$ cat config.mk
export PLATFORM = sky130hd
export DESIGN_NAME = rs422_loopback_tester_flat
export DESIGN_NICKNAME = d
export VERILOG_FILES = /design/src/rtl/rs422_pkg.sv /design/src/rtl/rs422_loopback_tester_if.sv /design/src/rtl/rs422_pattern_gen.sv /design/src/rtl/rs422_loopback_tester.sv /design/src/flat_wrapper.sv
export SDC_FILE = /design/constraint.sdc
export NUM_CORES = 1
export LEC_CHECK = 0
export CORE_ASPECT_RATIO = 1.1
export CORE_MARGIN = 3
export CORE_UTILIZATION = 45
export DETAILED_ROUTE_END_ITERATION = 6
export PLACE_DENSITY = 0.69
export SLEW_MARGIN = 10
export SYNTH_ARGS = -nofsm -noshare
export SYNTH_HDL_FRONTEND = slang
export SYNTH_SLANG_ARGS = --single-unit
$ cat constraint.sdc
create_clock -name sys_clk -period 4.95 [get_ports sys_clk]
set_clock_uncertainty 0.05 [all_clocks]
set_input_delay 1.2375 -clock sys_clk [delete_from_list [all_inputs] [get_ports sys_clk]]
set_output_delay 1.2375 -clock sys_clk [all_outputs]
set_load 0.02 [all_outputs]
$ cat src/rtl/rs422_pkg.sv
// Shared types and constants for the RS-422 loopback bit-error tester.
// Provides the FSM state encoding, pattern-mode constants, PRBS7 tap and
// seed constants, and the per-channel seed helper.
package rs422_pkg;

  typedef enum logic [2:0] {
    ST_IDLE,
    ST_SEND,
    ST_WAIT,
    ST_CHECK,
    ST_DONE
  } state_t;

  localparam logic MODE_TOGGLE = 1'b0;
  localparam logic MODE_PRBS7  = 1'b1;

  // x^7 + x^6 + 1: feedback is the XOR of the two most significant bits.
  localparam int             PRBS_W     = 7;
  localparam int             PRBS_TAP_A = 6;
  localparam int             PRBS_TAP_B = 5;
  localparam logic [PRBS_W-1:0] PRBS_SEED = 7'h7F;

  // Each channel gets a distinct, never-zero seed (NCH <= 64).
  function automatic logic [PRBS_W-1:0] chan_seed(input int unsigned ch);
    return PRBS_SEED ^ PRBS_W'(ch);
  endfunction

endpackage

$ cat src/rtl/rs422_loopback_tester_if.sv
// Control/status bus between the test-control register block and the tester.
// master: register block (drives start/abort/configuration, reads status).
// slave : tester (reads configuration, drives busy/finish/aborted/counters).
interface rs422_loopback_tester_if #(
  parameter int NCH   = 4,
  parameter int CNT_W = 16,
  parameter int ERR_W = 32,
  parameter int LAT_W = 4
);
  logic                 start;
  logic                 abort;
  logic                 mode;
  logic [CNT_W-1:0]     pkt_len;
  logic [LAT_W-1:0]     rx_lat;
  logic [NCH-1:0]       chan_en;
  logic                 busy;
  logic                 finish;
  logic                 aborted;
  logic [CNT_W-1:0]     bit_cnt;
  logic [NCH*ERR_W-1:0] err_cnt;
  logic                 err_any;

  modport master (
    output start, abort, mode, pkt_len, rx_lat, chan_en,
    input  busy, finish, aborted, bit_cnt, err_cnt, err_any
  );

  modport slave (
    input  start, abort, mode, pkt_len, rx_lat, chan_en,
    output busy, finish, aborted, bit_cnt, err_cnt, err_any
  );
endinterface

$ cat src/rtl/rs422_pattern_gen.sv
// Per-channel test pattern source: toggle or PRBS7 (x^7+x^6+1).
// Ports: sys_clk/sys_rst (sync, active-high), load (reseed), adv (step the
// pattern), mode (0 toggle, 1 PRBS7), seed (PRBS7 seed), pat_bit (the bit the
// next advance produces, so the caller can register it in the same cycle).
module rs422_pattern_gen
  import rs422_pkg::*;
(
  input  logic              sys_clk,
  input  logic              sys_rst,
  input  logic              load,
  input  logic              adv,
  input  logic              mode,
  input  logic [PRBS_W-1:0] seed,
  output logic              pat_bit
);

  logic              r_tog;
  logic [PRBS_W-1:0] r_lfsr;
  logic              w_fb;

  assign w_fb = r_lfsr[PRBS_TAP_A] ^ r_lfsr[PRBS_TAP_B];

  always_ff @(posedge sys_clk) begin
    if (sys_rst || load) begin
      r_tog  <= 1'b0;
      r_lfsr <= seed;
    end else if (adv) begin
      r_tog  <= ~r_tog;
      r_lfsr <= {r_lfsr[PRBS_W-2:0], w_fb};
    end
  end

  // After a shift the MSB is the current bit just below it.
  assign pat_bit = (mode == MODE_PRBS7) ? r_lfsr[PRBS_W-2] : ~r_tog;

endmodule

$ cat src/rtl/rs422_loopback_tester.sv
// Multi-channel RS-422 loopback bit-error tester.
// Ports: sys_clk/sys_rst (sync, active-high); ctrl (slave side of the
// control/status bus); rs422_in (looped-back receive lines); rs422_di
// (registered transmit lines). Each bit is driven in SEND, allowed rx_lat
// cycles in WAIT, then compared in CHECK against the looped-back line.
module rs422_loopback_tester
  import rs422_pkg::*;
#(
  parameter int NCH   = 4,
  parameter int CNT_W = 16,
  parameter int ERR_W = 32,
  parameter int LAT_W = 4
) (
  input  logic                  sys_clk,
  input  logic                  sys_rst,
  rs422_loopback_tester_if.slave ctrl,
  input  logic [NCH-1:0]        rs422_in,
  output logic [NCH-1:0]        rs422_di
);

  function automatic logic [ERR_W-1:0] sat_inc(input logic [ERR_W-1:0] v);
    return (v == '1) ? v : v + ERR_W'(1);
  endfunction

  state_t           r_state;
  logic             r_mode;
  logic [CNT_W-1:0] r_len;
  logic [LAT_W-1:0] r_lat;
  logic [LAT_W-1:0] r_wait;
  logic [NCH-1:0]   r_en;
  logic [NCH-1:0]   r_di;
  logic [CNT_W-1:0] r_bit_cnt;
  logic [ERR_W-1:0] r_err [NCH];
  logic             r_busy;
  logic             r_finish;
  logic             r_aborted;

  logic             w_accept;
  logic [NCH-1:0]   w_adv;
  logic [NCH-1:0]   w_pat;
  logic [CNT_W-1:0] w_bit_nxt;

  // Abort has priority over start; start is only seen when not running.
  assign w_accept  = ((r_state == ST_IDLE) || (r_state == ST_DONE)) &&
                     ctrl.start && !ctrl.abort;
  assign w_adv     = (r_state == ST_SEND && !ctrl.abort) ? r_en : '0;
  assign w_bit_nxt = r_bit_cnt + CNT_W'(1);

  for (genvar g = 0; g < NCH; g++) begin : g_pat
    rs422_pattern_gen u_pat (
      .sys_clk (sys_clk),
      .sys_rst (sys_rst),
      .load    (w_accept),
      .adv     (w_adv[g]),
      .mode    (r_mode),
      .seed    (chan_seed(g)),
      .pat_bit (w_pat[g])
    );
  end

  always_ff @(posedge sys_clk) begin
    if (sys_rst) begin
      r_state   <= ST_IDLE;
      r_mode    <= MODE_TOGGLE;
      r_len     <= '0;
      r_lat     <= '0;
      r_wait    <= '0;
      r_en      <= '0;
      r_di      <= '0;
      r_bit_cnt <= '0;
      r_busy    <= 1'b0;
      r_finish  <= 1'b0;
      r_aborted <= 1'b0;
      for (int i = 0; i < NCH; i++) r_err[i] <= '0;
    end else begin
      case (r_state)
        ST_IDLE, ST_DONE: begin
          if (w_accept) begin
            r_mode    <= ctrl.mode;
            r_len     <= ctrl.pkt_len;
            r_lat     <= ctrl.rx_lat;
            r_en      <= ctrl.chan_en;
            r_di      <= '0;
            r_bit_cnt <= '0;
            r_aborted <= 1'b0;
            for (int i = 0; i < NCH; i++) r_err[i] <= '0;
            if (ctrl.pkt_len == '0) begin
              r_state  <= ST_DONE;
              r_busy   <= 1'b0;
              r_finish <= 1'b1;
            end else begin
              r_state  <= ST_SEND;
              r_busy   <= 1'b1;
              r_finish <= 1'b0;
            end
          end
        end
        // Drive stage: register the next pattern bit on enabled lines.
        ST_SEND: begin
          if (ctrl.abort) begin
            r_state   <= ST_DONE;
            r_busy    <= 1'b0;
            r_finish  <= 1'b1;
            r_aborted <= 1'b1;
          end else begin
            r_di <= w_pat & r_en;
            if (r_lat != '0) begin
              r_state <= ST_WAIT;
              r_wait  <= r_lat;
            end else begin
              r_state <= ST_CHECK;
            end
          end
        end
        // Latency stage: let the loop settle for rx_lat cycles.
        ST_WAIT: begin
          if (ctrl.abort) begin
            r_state   <= ST_DONE;
            r_busy    <= 1'b0;
            r_finish  <= 1'b1;
            r_aborted <= 1'b1;
          end else if (r_wait == LAT_W'(1)) begin
            r_state <= ST_CHECK;
          end else begin
            r_wait <= r_wait - LAT_W'(1);
          end
        end
        // Compare stage: an abort here discards the comparison entirely.
        ST_CHECK: begin
          if (ctrl.abort) begin
            r_state   <= ST_DONE;
            r_busy    <= 1'b0;
            r_finish  <= 1'b1;
            r_aborted <= 1'b1;
          end else begin
            for (int i = 0; i < NCH; i++) begin
              if (r_en[i] && (rs422_in[i] != r_di[i])) r_err[i] <= sat_inc(r_err[i]);
            end
            r_bit_cnt <= w_bit_nxt;
            if (w_bit_nxt == r_len) begin
              r_state  <= ST_DONE;
              r_busy   <= 1'b0;
              r_finish <= 1'b1;
            end else begin
              r_state <= ST_SEND;
            end
          end
        end
        default: r_state <= ST_IDLE;
      endcase
    end
  end

  logic [NCH*ERR_W-1:0] w_err_flat;
  logic                 w_err_any;

  always_comb begin
    w_err_flat = '0;
    w_err_any  = 1'b0;
    for (int i = 0; i < NCH; i++) begin
      w_err_flat[i*ERR_W +: ERR_W] = r_err[i];
      if (r_err[i] != '0) w_err_any = 1'b1;
    end
  end

  assign rs422_di     = r_di;
  assign ctrl.busy    = r_busy;
  assign ctrl.finish  = r_finish;
  assign ctrl.aborted = r_aborted;
  assign ctrl.bit_cnt = r_bit_cnt;
  assign ctrl.err_cnt = w_err_flat;
  assign ctrl.err_any = w_err_any;

endmodule

$ cat src/flat_wrapper.sv
// flat-port wrapper written by rule: the top's interface ports become plain ports
module rs422_loopback_tester_flat import rs422_pkg::*;
#(
  parameter int NCH   = 4,
  parameter int CNT_W = 16,
  parameter int ERR_W = 32,
  parameter int LAT_W = 4
)
  (sys_clk, sys_rst, rs422_in, rs422_di, ctrl_start, ctrl_abort, ctrl_mode, ctrl_pkt_len, ctrl_rx_lat, ctrl_chan_en, ctrl_busy, ctrl_finish, ctrl_aborted, ctrl_bit_cnt, ctrl_err_cnt, ctrl_err_any);
  rs422_loopback_tester_if #(.NCH(NCH), .CNT_W(CNT_W), .ERR_W(ERR_W), .LAT_W(LAT_W)) ctrl_i ();
  input  logic sys_clk;
  input  logic sys_rst;
  input  logic [NCH-1:0] rs422_in;
  output logic [NCH-1:0] rs422_di;
  input wire logic [$bits(ctrl_i.start)-1:0] ctrl_start;
  input wire logic [$bits(ctrl_i.abort)-1:0] ctrl_abort;
  input wire logic [$bits(ctrl_i.mode)-1:0] ctrl_mode;
  input wire logic [$bits(ctrl_i.pkt_len)-1:0] ctrl_pkt_len;
  input wire logic [$bits(ctrl_i.rx_lat)-1:0] ctrl_rx_lat;
  input wire logic [$bits(ctrl_i.chan_en)-1:0] ctrl_chan_en;
  output wire logic [$bits(ctrl_i.busy)-1:0] ctrl_busy;
  output wire logic [$bits(ctrl_i.finish)-1:0] ctrl_finish;
  output wire logic [$bits(ctrl_i.aborted)-1:0] ctrl_aborted;
  output wire logic [$bits(ctrl_i.bit_cnt)-1:0] ctrl_bit_cnt;
  output wire logic [$bits(ctrl_i.err_cnt)-1:0] ctrl_err_cnt;
  output wire logic [$bits(ctrl_i.err_any)-1:0] ctrl_err_any;
  assign ctrl_i.start = ctrl_start;
  assign ctrl_i.abort = ctrl_abort;
  assign ctrl_i.mode = ctrl_mode;
  assign ctrl_i.pkt_len = ctrl_pkt_len;
  assign ctrl_i.rx_lat = ctrl_rx_lat;
  assign ctrl_i.chan_en = ctrl_chan_en;
  assign ctrl_busy = ctrl_i.busy;
  assign ctrl_finish = ctrl_i.finish;
  assign ctrl_aborted = ctrl_i.aborted;
  assign ctrl_bit_cnt = ctrl_i.bit_cnt;
  assign ctrl_err_cnt = ctrl_i.err_cnt;
  assign ctrl_err_any = ctrl_i.err_any;
  rs422_loopback_tester #(.NCH(NCH), .CNT_W(CNT_W), .ERR_W(ERR_W), .LAT_W(LAT_W)) u_core (.sys_clk(sys_clk), .sys_rst(sys_rst), .ctrl(ctrl_i), .rs422_in(rs422_in), .rs422_di(rs422_di));
endmodule
==> results.sh, run 1 <==
export IMPL_cts_setup_buffers=0
export IMPL_synth_nets=1287
export IMPL_cts_clk_slew_worst_paths_ps=60
export IMPL_clock_sinks=215
export IMPL_grt_max_degree=63
export IMPL_grt_pass1_vias=8983
export IMPL_start_kind="flop"
export IMPL_critPathRequiredTime_ps=3660
export IMPL_h_tree_depth=1
export IMPL_drc_errors=0
export IMPL_setup_tns_ps=0
export IMPL_path_cells="inv_1 -> ha_1 -> nor4b_1 -> nand4_1 -> nor4_1 -> nand2_1 -> clkdlybuf4s50_1"
export IMPL_grt_use_total_pct=20.4
export IMPL_numPortBuffers=184
export IMPL_cts_tree="done"
export IMPL_row_count=59
export IMPL_async_flop_share_pct=0
export IMPL_synth_flop_cell="dfxtp_1"
export IMPL_die_area_sq_um=26400
export IMPL_yosysMostFrequentCell="nor2_1"
export IMPL_vias_per_cell=5.59
export IMPL_area_growth_pct=26.5
export IMPL_synthTopCellsByArea="edfxtp_1 26%, dfxtp_1 22%, nor2_1 6.3%"
export IMPL_hold_viol=0
export IMPL_rrSetupSlack_ps=2060
export IMPL_totalWireLength_um=28200
export IMPL_die_w_um=155
export IMPL_cpMaxStageDelayCell="clkdlybuf4s50_1"
export IMPL_post_dp_hpwl_um=20100
export IMPL_drive_gt1_share_pct=4.83
export IMPL_reg2reg_to="u_core.r_err[0][25]"
export IMPL_final_period_utilization_pct=84.7
export IMPL_hold_start="u_core.g_pat[3].u_pat.r_lfsr[0]"
export IMPL_final_nets=1456
export IMPL_cts_buffer_depth=3
export IMPL_avgRoutedWirePerCell_um=16.3
export IMPL_critical_path_peak_fanout=8
export IMPL_via_count=9691
export IMPL_fin_crit_ps=4190
export IMPL_firstDrtPassIters=5
export IMPL_worst_pin_slew_ps=782
export IMPL_setup_viol=0
export IMPL_peakVddDrop_v=0.000215
export IMPL_crit_family="simple AND/OR/NAND/NOR gates"
export IMPL_syn_area_sq_um=11000
export IMPL_gp_congestion=0.865
export IMPL_synth_common_cells="186 x nor2_1, 176 x nand2_1, 119 x dfxtp_1, 96 x edfxtp_1, 85 x nand3_1"
export IMPL_drv_cap=0
export IMPL_cts_buffers=24
export IMPL_die_y_um=170
export IMPL_synthDistinctLibCells=62
export IMPL_holdCritPathClass="flop to flop"
export IMPL_hold_depth=2
export IMPL_grt_first_pass_wirelength_um=45400
export IMPL_start_util_pct=46.2
export IMPL_antenna_found_initial=1
export IMPL_status="finished clean"
export IMPL_final_util_pct=58.4
export IMPL_path_class="flop to output port"
export IMPL_final_max_slew_violation_count=0
export IMPL_path_depth=7
export IMPL_hold_end="u_core.g_pat[3].u_pat.r_lfsr[1]"
export IMPL_ys_ff_latch=215
export IMPL_drt_iter0_drc=720
export IMPL_pwr_density_cell_nw_per_um2=301
export IMPL_leakage_uw=0.00470
export IMPL_synth_top_area_share_pct=26.2
export IMPL_timing_fmax_mhz=239
export IMPL_overflow=0
export IMPL_post_cts_resized=0
export IMPL_antenna_cells=0
export IMPL_ys_seq_area_share_pct=47.8
export IMPL_syn_avg_cell_area_sq_um=8.85
export IMPL_r2r_cells=7
export IMPL_io_pins=185
export IMPL_synthCells=1243
export IMPL_synth_edf_count=96
export IMPL_cp_end_kind="output port"
export IMPL_root_buffer="clkbuf_16"
export IMPL_arrival_ps=2910
export IMPL_r2r_start="u_core.r_err[0][0]"
export IMPL_yosysWarnings=0
export IMPL_critPathMaxStageDelay_ps=560
export IMPL_floorplan_core_area_sq_um=23800
export IMPL_clk_latency_ps=500
export IMPL_critPathBufInv=2
export IMPL_relSlewSlack_pct=47.9
export IMPL_yosysTopAreaCell="edfxtp_1"
export IMPL_holdBufCountCts=0
export IMPL_ant_nets=0
export IMPL_rsz0062_at_grt="no"
[power breakdown]
group	internal (uW)	total (uW)	switching [uW]
clock network	1070	1760	686
registers	1920	2030	101
logic	183	405	222
[flip-flops by register name, indices dropped and copies added (netlist names)]
register / cells
u_core.ctrl.aborted: 1
u_core.ctrl.bit_cnt: 16
u_core.ctrl.busy: 1
u_core.ctrl.finish: 1
u_core.g_pat.u_pat.r_lfsr: 28
u_core.g_pat.u_pat.r_tog: 4
u_core.r_en: 4
u_core.r_err: 128
u_core.r_lat: 4
u_core.r_len: 16
u_core.r_mode: 1
u_core.r_state: 3
u_core.r_wait: 4
u_core.rs422_di: 4
[metrics by stage]
step	cell area [sq um]	hold slack [ps]	setup slack (ps)	cells	total power [uW]
final	13900	401	757	1735	4190
after floorplan	11000	382	339	1243	2270
after detailed placement	13100	394	826	1691	2470
after CTS	13900	403	623	1735	4230
after global routing	13900	428	518	1735	4350
after global placement	13100	387	877	1691	2460
[placed cells by master, fill, tap and decap left out, types with 19 or more instances in the layout]
cell	n
nor2_1	185
nor4_1	42
dfxtp_1	119
nand3_1	85
nand4_1	36
nor3_1	26
o21ai_0	36
clkdlybuf4s50_1	183
xnor2_1	64
xor2_1	78
clkbuf_16	26
inv_1	23
and3_1	19
nand2_1	176
a21oi_1	68
edfxtp_1	96
[kinds of logic after synthesis]
kind of cell / Yosys count / share of synthesized area (%)
flip-flops: 215 / 47.8
adder cells (fa/ha/maj): 11 / 1.25
buffers and inverters: 78 / 2.96
AND/OR/NAND/NOR: 651 / 28.6
AO/OA/AOI/OAI: 146 / 8.02
XOR/XNOR: 142 / 11.3
[cell type report]
class	instances	area [sq um]
Tap cell	305	382
Inverter	23	86.3
Timing Repair Buffer	198	1950
Fill cell	2172	9920
Multi-Input combinational cell	950	5440
Clock inverter	5	52.6
Sequential cell	215	5270
Clock buffer	39	742
[worst register-to-register path, delay by kind of cell (launching register included)]
family	cells	cell delay, ps
buf+inv	1	300
fa+ha+maj	1	250
simple gates	4	1450
compound gates	1	80
flops	1	450
[how the worst max path moves through the flow]
stage	startpoint	to	slack (ps)
floorplan	ctrl_abort	u_core.r_err[0][0]	340
global placement	ctrl_abort	u_core.r_err[3][9]	880
detailed placement	ctrl_abort	u_core.r_err[3][10]	830
CTS	u_core.r_err[2][0]	ctrl_err_any	620
global route	u_core.r_err[2][0]	ctrl_err_any	520
finish	u_core.r_err[3][0]	ctrl_err_any	760
[metal layers]
layer / global-route usage, % / wire (um) / vias to the layer above
met1: 28.5 / 12600 / 4577
met5: 0 / 13 / -
met4: 4.88 / 471 / 2
met2: 33.1 / 12900 / 340
met3: 3.87 / 2250 / 34
li1: - / - / 4738
Note: power is estimated with default switching activity, not from simulation.
==> run 2: changes to the inputs <==
- clock period: 4.95 -> 3.9 ns (I/O delays scaled with it)
==> run 2 against run 1 <==
  * Setup slack got worse by 610 ps
  * Die area did not move
  * Wire length rose by 2.7%
  * Largest power group unchanged
  * Clock power rose by 30%
==> results.sh, run 2 (synthesized netlist as in run 1, its figures left out) <==
export IMPL_hold_depth=2
export IMPL_drt_iter0_drc=590
export IMPL_fillCellCount=2114
export IMPL_critPathRequiredTime_ps=2870
export IMPL_crit_family="simple AND/OR/NAND/NOR gates"
export IMPL_status="finished clean"
export IMPL_p_sw_uw=1310
export IMPL_area_growth_pct=27.6
export IMPL_top_regs="u_core.r_err (128), u_core.g_pat.u_pat.r_lfsr (28)"
export IMPL_critPathMaxStageDelay_ps=550
export IMPL_cts_buffers=24
export IMPL_row_count=59
export IMPL_totalWireLength_um=29000
export IMPL_final_max_slew_violation_count=0
export IMPL_drv_cap=0
export IMPL_regMostFlops="u_core.r_err"
export IMPL_grt_use_total_pct=20.9
export IMPL_peakVddDrop_v=0.000306
export IMPL_setup_viol=0
export IMPL_cp_end_kind="output port"
export IMPL_floorplan_core_area_sq_um=23800
export IMPL_drive_gt1_share_pct=5.62
export IMPL_pwr_density_cell_nw_per_um2=384
export IMPL_die_w_um=155
export IMPL_path_depth=7
export IMPL_grt_max_degree=42
export IMPL_die_area_sq_um=26400
export IMPL_finish_instance_area_sq_um=14000
export IMPL_cts_tree="done"
export IMPL_final_period_utilization_pct=96.1
export IMPL_cts_buffer_depth=3
export IMPL_relSlewSlack_pct=45.1
export IMPL_hold_viol=0
export IMPL_total_power_uw=5390
export IMPL_p_clk_share_pct=42.5
export IMPL_via_count=9727
export IMPL_arrival_ps=2720
export IMPL_antenna_found_initial=0
export IMPL_power_frac_seq_pct=47.6
export IMPL_fin_crit_ps=3750
export IMPL_gp_congestion=0.860
export IMPL_critPathBufInv=2
export IMPL_final_nets=1468
export IMPL_critical_path_peak_fanout=6
export IMPL_clk_latency_ps=510
export IMPL_leakage_uw=0.00478
export IMPL_start_util_pct=46.2
export IMPL_timing_fmax_mhz=267
export IMPL_drc_errors=0
export IMPL_register_area_sq_um=5270
export IMPL_combPwrFrac_pct=9.8
export IMPL_grt_first_pass_wirelength_um=46300
export IMPL_pre_cts_slack_ps=261
export IMPL_io_pins=185
export IMPL_h_tree_depth=1
export IMPL_final_common_cell="nor2_1"
export IMPL_avgRoutedWirePerCell_um=16.6
export IMPL_r2r_cells=9
export IMPL_cpMaxStageDelayCell="clkdlybuf4s50_1"
export IMPL_overflow=0
export IMPL_path_cells="inv_1 -> ha_1 -> nor4b_1 -> nand4_1 -> nor4_4 -> nand2_1 -> clkdlybuf4s50_1"
export IMPL_post_dp_hpwl_um=20400
export IMPL_fin_ws_ps=151
export IMPL_die_y_um=170
export IMPL_antenna_cells=0
export IMPL_dpl_cell_area_sq_um=13200
export IMPL_numPortBuffers=184
export IMPL_cts_clk_slew_worst_paths_ps=60
export IMPL_worst_pin_slew_ps=816
export IMPL_path_class="flop to output port"
export IMPL_clock_sinks=215
export IMPL_vias_per_cell=5.57
export IMPL_multi_input_area_sq_um=5470
export IMPL_holdCritPathClass="flop to flop"
export IMPL_root_buffer="clkbuf_16"
export IMPL_power_share_switching_pct=24.3
export IMPL_start_kind="flop"
export IMPL_largest_reg_flops=128
export IMPL_intPower_uw=4080
export IMPL_ant_nets=0
export IMPL_firstDrtPassIters=5
export IMPL_grt_pass1_vias=8931
export IMPL_layout_common_cells="185 x nor2_1, 183 x clkdlybuf4s50_1, 176 x nand2_1, 119 x dfxtp_1, 96 x edfxtp_1"
run 2: cell count changes in the layout (fill, tap and decap cells not counted), moves of 2 or more:
cell      previous run  this run
buf_4               13        25
clkbuf_1             7         9
clkinv_2             3         1
nor4b_1              4         2
nor4b_2              1         3
run 2: routing by layer:
metal	track usage (%)	part of all wire [%]	up-vias
met2	34.0	46	303
li1	-	-	4763
met5	0	0	-
met3	3.08	6.3	38
met1	29.5	45	4623
met4	5.22	2.1	0
run 2: through the flow:
stage	utilization, %	TNS (ps)	std cells	hold WS, ps
2_1_floorplan	-	-38990	1243	382
3_3_place_gp	55.3	0	1699	389
3_5_place_dp	55.3	0	1699	397
4_1_cts	58.7	0	1742	417
5_1_grt	58.9	-12.9	1746	426
6_report	58.9	0	1746	415
run 2: final timing paths:
kind,from,to,slack (ps)
worst max-delay path,u_core.r_err[3][1],ctrl_err_any,150
worst min register to register,u_core.g_pat[2].u_pat.r_lfsr[0],u_core.g_pat[2].u_pat.r_lfsr[1],420
worst min-delay path,u_core.g_pat[2].u_pat.r_lfsr[0],u_core.g_pat[2].u_pat.r_lfsr[1],420
worst max register to register,u_core.r_err[3][2],u_core.r_err[3][27],1090
run 2: cell type report:
cell class	instances	share of cell area, %
clock buffers	40	5.18
clock inverters	3	0.464
inverters	23	0.615
multi-input cells	950	38.9
flip-flops and latches	215	37.5
well taps	305	2.72
repair buffers	210	14.6
run 2: worst min-delay path: cells and delay by family, from the launching register on:
family,cells,cell delay (ps)
and+or+nand+nor,1,50
AOI/OAI and AO/OA,1,60
DFF,1,310
run 2: power groups by stage:
| stage | Sequential [uW] | Clock (uW) | Combinational (uW) |
|---|---|---|---|
| global route | 2580 | 2420 | 575 |
| detailed placement | 2610 | 0 | 526 |
| global placement | 2610 | 0 | 521 |
| CTS | 2560 | 2340 | 529 |
| floorplan | 2660 | 0 | 219 |
| finish | 2570 | 2290 | 530 |
run 2: repair_timing:
action	in CTS	in global routing
setup buffers	0	4
gates resized for setup	2	2
hold buffers	0	0
hold endpoints to repair	0	0
setup endpoints to repair	1	1
pin swaps	0	1
==> run 3: changes to the inputs <==
- CAP_MARGIN: default -> 25
- GPL_ROUTABILITY_DRIVEN: default -> 0
==> results of run 3 <==
The final DEF is identical to that of run 2; final timing and power are the same.
